**src/rtl/iob_axi2ibex_mem_pkg.sv**
```systemverilog
// Shared types and encodings for the AXI4 to Ibex memory-port bridge.
package iob_axi2ibex_mem_pkg;

  typedef enum logic [2:0] {
    S_IDLE,
    S_WR_DATA,
    S_WR_REQ,
    S_WR_WAIT,
    S_WR_RESP,
    S_RD_REQ,
    S_RD_WAIT,
    S_RD_RESP
  } state_t;

  localparam logic [1:0] BURST_FIXED = 2'b00;
  localparam logic [1:0] BURST_INCR  = 2'b01;

  localparam logic [1:0] RESP_OKAY   = 2'b00;
  localparam logic [1:0] RESP_SLVERR = 2'b10;

endpackage

```
**src/rtl/iob_axi_burst_addr.sv**
```systemverilog
// Next beat address: FIXED bursts stay put, every other burst type steps one word.
module iob_axi_burst_addr
  import iob_axi2ibex_mem_pkg::*;
#(
  parameter int ADDR_W = 32
) (
  input  logic [ADDR_W-1:0] addr,
  input  logic [1:0]        burst,
  output logic [ADDR_W-1:0] next_addr
);

  // WRAP and the reserved encoding are treated as INCR; the add wraps naturally.
  assign next_addr = (burst == BURST_FIXED) ? addr : addr + ADDR_W'(4);

endmodule

```
**src/rtl/iob_axi2ibex_mem.sv**
```systemverilog
// AXI4 subordinate that splits read/write bursts into single-beat Ibex memory-port accesses.
module iob_axi2ibex_mem
  import iob_axi2ibex_mem_pkg::*;
#(
  parameter int AXI_ID_W   = 1,
  parameter int AXI_ADDR_W = 32,
  parameter int AXI_DATA_W = 32,
  parameter int AXI_LEN_W  = 8
) (
  input  logic                    clk_i,
  input  logic                    cke_i,
  input  logic                    arst_i,

  input  logic                    axi_awvalid_i,
  output logic                    axi_awready_o,
  input  logic [AXI_ADDR_W-1:0]   axi_awaddr_i,
  input  logic [AXI_ID_W-1:0]     axi_awid_i,
  input  logic [AXI_LEN_W-1:0]    axi_awlen_i,
  input  logic [1:0]              axi_awburst_i,

  input  logic                    axi_wvalid_i,
  output logic                    axi_wready_o,
  input  logic [AXI_DATA_W-1:0]   axi_wdata_i,
  input  logic [AXI_DATA_W/8-1:0] axi_wstrb_i,
  input  logic                    axi_wlast_i,

  output logic                    axi_bvalid_o,
  input  logic                    axi_bready_i,
  output logic [1:0]              axi_bresp_o,
  output logic [AXI_ID_W-1:0]     axi_bid_o,

  input  logic                    axi_arvalid_i,
  output logic                    axi_arready_o,
  input  logic [AXI_ADDR_W-1:0]   axi_araddr_i,
  input  logic [AXI_ID_W-1:0]     axi_arid_i,
  input  logic [AXI_LEN_W-1:0]    axi_arlen_i,
  input  logic [1:0]              axi_arburst_i,

  output logic                    axi_rvalid_o,
  input  logic                    axi_rready_i,
  output logic [AXI_DATA_W-1:0]   axi_rdata_o,
  output logic [1:0]              axi_rresp_o,
  output logic [AXI_ID_W-1:0]     axi_rid_o,
  output logic                    axi_rlast_o,

  output logic                    mem_req_o,
  output logic                    mem_we_o,
  output logic [AXI_DATA_W/8-1:0] mem_be_o,
  output logic [AXI_ADDR_W-3:0]   mem_addr_o,
  output logic [AXI_DATA_W-1:0]   mem_wdata_o,
  input  logic                    mem_gnt_i,
  input  logic                    mem_rvalid_i,
  input  logic [AXI_DATA_W-1:0]   mem_rdata_i,
  input  logic                    mem_err_i
);

  localparam int STRB_W = AXI_DATA_W / 8;

  state_t                  state, state_next;
  logic [AXI_ID_W-1:0]     id_r;
  logic [AXI_ADDR_W-1:0]   addr_r;
  logic [AXI_ADDR_W-1:0]   addr_next;
  logic [AXI_LEN_W-1:0]    len_r;
  logic [AXI_LEN_W-1:0]    beat_r;
  logic [1:0]              burst_r;
  logic                    err_r;
  logic                    prio_wr;
  logic [STRB_W-1:0]       be_r;
  logic [AXI_DATA_W-1:0]   wdata_r;
  logic [AXI_DATA_W-1:0]   rdata_r;
  logic [1:0]              rresp_r;
  logic                    rlast_r;
  logic                    last_beat;
  logic                    unused_ok;

  assign last_beat = (beat_r == len_r);
  assign unused_ok = ^{axi_wlast_i, addr_r[1:0]};

  iob_axi_burst_addr #(.ADDR_W(AXI_ADDR_W)) u_burst_addr (
    .addr      (addr_r),
    .burst     (burst_r),
    .next_addr (addr_next)
  );

  always_ff @(posedge clk_i) begin
    if (arst_i) begin
      state <= S_IDLE;
    end else if (cke_i) begin
      state <= state_next;
    end
  end

  always_comb begin
    state_next    = state;
    axi_awready_o = 1'b0;
    axi_arready_o = 1'b0;
    axi_wready_o  = 1'b0;
    axi_bvalid_o  = 1'b0;
    axi_rvalid_o  = 1'b0;
    mem_req_o     = 1'b0;
    mem_we_o      = 1'b0;
    case (state)
      S_IDLE: begin
        // prio_wr means the write channel wins a tie; it flips after each grant.
        if (axi_awvalid_i && (!axi_arvalid_i || prio_wr)) begin
          axi_awready_o = 1'b1;
          state_next    = S_WR_DATA;
        end else if (axi_arvalid_i) begin
          axi_arready_o = 1'b1;
          state_next    = S_RD_REQ;
        end
      end
      S_WR_DATA: begin
        axi_wready_o = 1'b1;
        if (axi_wvalid_i) state_next = S_WR_REQ;
      end
      S_WR_REQ: begin
        mem_req_o = 1'b1;
        mem_we_o  = 1'b1;
        if (mem_gnt_i) state_next = S_WR_WAIT;
      end
      S_WR_WAIT: begin
        if (mem_rvalid_i) state_next = last_beat ? S_WR_RESP : S_WR_DATA;
      end
      S_WR_RESP: begin
        axi_bvalid_o = 1'b1;
        if (axi_bready_i) state_next = S_IDLE;
      end
      S_RD_REQ: begin
        mem_req_o = 1'b1;
        if (mem_gnt_i) state_next = S_RD_WAIT;
      end
      S_RD_WAIT: begin
        if (mem_rvalid_i) state_next = S_RD_RESP;
      end
      S_RD_RESP: begin
        axi_rvalid_o = 1'b1;
        if (axi_rready_i) state_next = rlast_r ? S_IDLE : S_RD_REQ;
      end
      default: state_next = S_IDLE;
    endcase
  end

  always_ff @(posedge clk_i) begin
    if (arst_i) begin
      id_r    <= '0;
      addr_r  <= '0;
      len_r   <= '0;
      beat_r  <= '0;
      burst_r <= BURST_FIXED;
      err_r   <= 1'b0;
      prio_wr <= 1'b1;
      be_r    <= '0;
      wdata_r <= '0;
      rdata_r <= '0;
      rresp_r <= RESP_OKAY;
      rlast_r <= 1'b0;
    end else if (cke_i) begin
      case (state)
        S_IDLE: begin
          if (axi_awvalid_i && axi_awready_o) begin
            id_r    <= axi_awid_i;
            addr_r  <= axi_awaddr_i;
            len_r   <= axi_awlen_i;
            burst_r <= axi_awburst_i;
            beat_r  <= '0;
            err_r   <= 1'b0;
            prio_wr <= 1'b0;
          end else if (axi_arvalid_i && axi_arready_o) begin
            id_r    <= axi_arid_i;
            addr_r  <= axi_araddr_i;
            len_r   <= axi_arlen_i;
            burst_r <= axi_arburst_i;
            beat_r  <= '0;
            err_r   <= 1'b0;
            prio_wr <= 1'b1;
            be_r    <= '1;
          end
        end
        S_WR_DATA: begin
          if (axi_wvalid_i) begin
            wdata_r <= axi_wdata_i;
            be_r    <= axi_wstrb_i;
          end
        end
        S_WR_WAIT: begin
          if (mem_rvalid_i) begin
            err_r <= err_r | mem_err_i;
            if (!last_beat) begin
              beat_r <= beat_r + AXI_LEN_W'(1);
              addr_r <= addr_next;
            end
          end
        end
        S_RD_WAIT: begin
          if (mem_rvalid_i) begin
            rdata_r <= mem_rdata_i;
            rresp_r <= mem_err_i ? RESP_SLVERR : RESP_OKAY;
            rlast_r <= last_beat;
          end
        end
        S_RD_RESP: begin
          // Reads always use all byte lanes, so be_r is reasserted for each new beat.
          if (axi_rready_i && !rlast_r) begin
            beat_r <= beat_r + AXI_LEN_W'(1);
            addr_r <= addr_next;
            be_r   <= '1;
          end
        end
        default: ;
      endcase
    end
  end

  assign axi_bresp_o = err_r ? RESP_SLVERR : RESP_OKAY;
  assign axi_bid_o   = id_r;
  assign axi_rdata_o = rdata_r;
  assign axi_rresp_o = rresp_r;
  assign axi_rid_o   = id_r;
  assign axi_rlast_o = rlast_r;
  assign mem_be_o    = be_r;
  assign mem_addr_o  = addr_r[AXI_ADDR_W-1:2];
  assign mem_wdata_o = wdata_r;

endmodule

```
**config.mk**
```make
export PLATFORM = sky130hd
export DESIGN_NAME = iob_axi2ibex_mem
export DESIGN_NICKNAME = d
export VERILOG_FILES = /design/src/rtl/iob_axi2ibex_mem_pkg.sv /design/src/rtl/iob_axi_burst_addr.sv /design/src/rtl/iob_axi2ibex_mem.sv
export SDC_FILE = /design/constraint.sdc
export NUM_CORES = 1
export LEC_CHECK = 0
export ABC_AREA = 0
export CAP_MARGIN = 20
export CORE_ASPECT_RATIO = 0.75
export CORE_MARGIN = 1
export CORE_UTILIZATION = 39
export DETAILED_ROUTE_END_ITERATION = 7
export PLACE_DENSITY = 0.86
export SETUP_SLACK_MARGIN = 0.05
export SYNTH_ARGS = -nofsm -noshare
export SYNTH_HDL_FRONTEND = slang
export SYNTH_SLANG_ARGS = --single-unit
```
**constraint.sdc**
```tcl
create_clock -name clk_i -period 2.11 [get_ports clk_i]
set_clock_uncertainty 0.1 [all_clocks]
set_input_delay 0.633 -clock clk_i [delete_from_list [all_inputs] [get_ports clk_i]]
set_output_delay 0.633 -clock clk_i [all_outputs]
set_load 0.02 [all_outputs]
```
==> impl_metrics.json <==
{
  "status": "complete, but fails checks",
  "violations": "negative setup slack",
  "dr.first_iter.drc_count": 1041,
  "core_um2": 16200,
  "hold_depth": 2,
  "startpoint_type": "flop",
  "worst_pin_slew_ps": 529,
  "path_clk_slew_ps": 60,
  "dieArea_um2": 17300,
  "syn_inst": 833,
  "setup_slack_ps": -306,
  "worstReg2RegStart": "addr_r[12]$_SDFFE_PP0P_",
  "crit_chain": "and4_2, nand4_1, buf_4, nor3_1, mux2i_1, o31ai_4",
  "final_net_count": 1345,
  "drc": 0,
  "grt_pass1_vias": 7721,
  "p_comb_share_pct": 44.2,
  "worst_setup_path_end_kind": "flop",
  "diodes": 0,
  "dr.max_layer_used": "met4",
  "swShare_pct": 38.2,
  "fp-row-count": 40,
  "pwr-share-seq_pct": 27.5,
  "hold_viol": 0,
  "crit_start": "addr_r[12]$_SDFFE_PP0P_",
  "grt_usage_pct": 30.1,
  "arrival_ps": 2650,
  "root_buffer": "clkbuf_16",
  "min_period_over_period_pct": 114,
  "wl_per_cell_um": 21.2,
  "crit_path_top_delay_cell": "dfxtp_1",
  "leakagePower_nw": 4.65,
  "p_int_mw": 6.76,
  "required_ps": 2350,
  "synth_edf_count": 0,
  "met2WireLength_um": 13300,
  "wl_um": 29700,
  "yosysWarningCount": 0,
  "min_from": "axi_rdata_o[7]$_SDFFE_PP0P_",
  "fmax_ghz": 0.414,
  "via_per_inst": 6.09,
  "overflow": 0,
  "finalMaxSlewViolations": 0,
  "initial_utilization_pct": 40.3,
  "rsz0062_at_grt": "yes",
  "fp.dieH_um": 114,
  "routed-wl-met3_um": 3520,
  "syn_area_per_cell_um2": 7.83,
  "io_buffers": 270,
  "max-slew-margin-rel_pct": 64.4,
  "synthToLayoutAreaGrowth_pct": 80.8,
  "critical-path-top-delay-family": "simple AND/OR/NAND/NOR gates",
  "final_layout_size_suffix_gt1_share_pct": 25.8,
  "fin_util_pct": 73.0,
  "io_pins": 278,
  "crit_fanout": 6,
  "ys_ff_latch": 124,
  "dp_hpwl_um": 17000,
  "grt_antenna_before_repair": 0,
  "gp_congestion": 0.916,
  "ys_types": 69,
  "vias": 8526,
  "synthesis.area_um2": 6520,
  "pwr_density_cell_nw_per_um2": 928,
  "clkPwrFrac_pct": 28.3,
  "grt_max_degree": 79,
  "synth_flop_cell": "dfxtp_1",
  "grt_pass1_wl_um": 40500,
  "async_flop_share_pct": 0,
  "cts_buffers": 17,
  "rr_worst_depth": 6,
  "power.switching_mw": 4.18,
  "cts_max_path_buffers": 2,
  "hp-class": "flop to flop",
  "crit_buf_inv": 1,
  "critPathMaxStageDelay_ps": 430,
  "hold_buffers": 0,
  "cts_htree_levels": 4,
  "clk-insertion-delay-late_ps": 420,
  "cts_tree": "built",
  "r2r-end": "addr_r[23]$_SDFFE_PP0P_",
  "dr.pass1.iters": 6,
  "setup_viol": 45,
  "cap_violations": 0,
  "final_antenna_net_count": 0,
  "r2r_slack_ps": -310,
  "fp.dieW_um": 151,
  "holdPathEnd": "axi_rdata_o[7]$_SDFFE_PP0P_",
  "ir_drop_uv": 717,
  "wl_met1_um": 11400,
  "setup_tns_ps": -5930,
  "synth-seq-area-share_pct": 38.1,
  "clock_sinks": 124,
  "criticalPathCategory": "flop to flop",
  "finalCriticalPeriod_ps": 2420,
  "nFillCells": 1112
}
-- cells in the final DEF (no fill, tap or decap), types with 5 or more instances in the layout --
cell type / synthesis / final
buf_6: 3 / 34
nor2_1: 43 / 36
a311oi_1: 15 / 14
nand4_1: 16 / 16
o31ai_2: 0 / 8
clkbuf_16: 0 / 18
dfxtp_2: 0 / 13
a31oi_1: 14 / 11
clkdlybuf4s50_1: 0 / 156
nand4b_1: 5 / 5
and4_1: 13 / 12
o211ai_1: 5 / 5
nor3_1: 22 / 16
dlygate4sd2_1: 0 / 103
buf_4: 4 / 76
mux2_2: 18 / 18
a21oi_1: 92 / 89
o31ai_4: 0 / 10
buf_12: 0 / 13
o31a_1: 6 / 6
nor4_1: 11 / 9
clkinv_4: 0 / 5
o311ai_4: 0 / 9
o31ai_1: 25 / 7
mux2i_1: 7 / 7
o21ai_0: 14 / 8
a211oi_2: 0 / 6
xnor2_1: 9 / 9
dfxtp_1: 124 / 108
nand2_1: 188 / 185
and3_1: 8 / 8
nor2_2: 0 / 5
inv_1: 12 / 10
nand3_1: 16 / 15
and2_1: 7 / 5
buf_8: 0 / 5
-- tightest hold or removal path, cell delays in order, from the launching register on --
cell and delay [ps]:
dfxtp_1 300, nand2_1 50, a21oi_1 50
-- kinds of logic (layout without fill, tap and decap cells) --
family | after synthesis | after routing | share of synthesized area [%]
flip-flops | 124 | 124 | 38.1
other | 1 | 2 | 0.0575
AO/OA/AOI/OAI | 233 | 233 | 24.7
multiplexers | 25 | 25 | 4.18
AND/OR/NAND/NOR | 354 | 355 | 25.7
adder cells (fa/ha/maj) | 2 | 2 | 0.384
XOR/XNOR | 9 | 9 | 1.21
buffers and inverters | 85 | 440 | 5.68
-- how the worst max path moves through the flow --
stage,to,slack [ps],depth (start not counted)
CTS,mem_req_o,-120,5
detailed placement,axi_arready_o,-890,4
floorplan,axi_awready_o,-60,5
global route,addr_r[23]$_SDFFE_PP0P_,-390,6
global placement,axi_arready_o,-870,4
finish,addr_r[23]$_SDFFE_PP0P_,-310,6
-- power by group through the flow --
stage	sequential, mW	clock, mW	combinational, mW
floorplan	3.11	0	1.67
global placement	2.95	0	3.44
detailed placement	2.96	0	3.49
CTS	2.93	3.09	4.07
global route	3.04	3.22	5.02
finish	3.01	3.09	4.84
-- flip-flops by register name, summed over array words and instances (netlist names), 2 cells and up --
register     count
axi_rdata_o     32
mem_wdata_o     32
len_r            8
state            3
burst_r          2
mem_be_o         4
beat_r           8
addr_r          30
-- through the flow --
| step | cell area (µm²) | hold slack [ps] | total power [mW] | cells | worst slack [ps] |
|---|---|---|---|---|---|
| after floorplan | 6570 | 376 | 4.78 | 834 | -64.2 |
| after global placement | 10000 | 340 | 6.39 | 1328 | -868 |
| after detailed placement | 10000 | 345 | 6.45 | 1328 | -889 |
| after CTS | 11100 | 351 | 10.1 | 1384 | -118 |
| after global routing | 11800 | 370 | 11.3 | 1400 | -394 |
| final | 11800 | 350 | 10.9 | 1400 | -306 |
-- cell usage after synthesis (3+ instances only) --
cell type,count,area [µm²]
nand2_1,188,706
dfxtp_1,124,2480
a21oi_1,92,460
clkbuf_1,50,188
nor2_1,43,161
o31ai_1,25,188
nor3_1,22,110
mux2_2,18,203
nand3_1,16,80.1
nand4_1,16,100
a311oi_1,15,131
a31oi_1,14,87.6
o21ai_0,14,70.1
and4_1,13,114
inv_1,12,45.0
a211oi_1,11,82.6
buf_2,11,55.1
nor4_1,11,68.8
o311ai_0,11,96.3
xnor2_1,9,78.8
and3_1,8,50.1
and2_1,7,43.8
mux2i_1,7,70.1
o31a_1,6,52.6
nand4b_1,5,43.8
o211ai_1,5,37.5
a41oi_1,4,35.0
buf_4,4,30.0
o32ai_1,4,35.0
or4_1,4,30.0
a221oi_1,3,26.3
buf_1,3,11.3
buf_6,3,33.8
nand2b_1,3,18.8
nor2b_1,3,18.8
o221a_2,3,33.8
o41ai_1,3,26.3
-- per-layer routing --
layer  track usage, %  up-vias
met2             47.7      694
met5                0        -
li1                 -     3743
met4             12.2        0
met1             38.6     3891
met3             8.24      198
-- area by class of cell --
class / count / area (µm²) / area share, %
Clock buffer: 17 / 425 / 3.61
Sequential cell: 124 / 2510 / 21.3
Timing Repair Buffer: 394 / 3870 / 32.8
Clock inverter: 15 / 190 / 1.61
Multi-Input combinational cell: 626 / 4480 / 38.0
Inverter: 14 / 62.6 / 0.530
Tap cell: 210 / 263 / 2.23
-- what timing repair did --
item,CTS,global route
setup buffers,21,22
pin swaps,46,42
gates cloned,4,1
resized for setup,231,115
endpoints found under the setup margin,166,61
(Power assumes the default switching activity.)
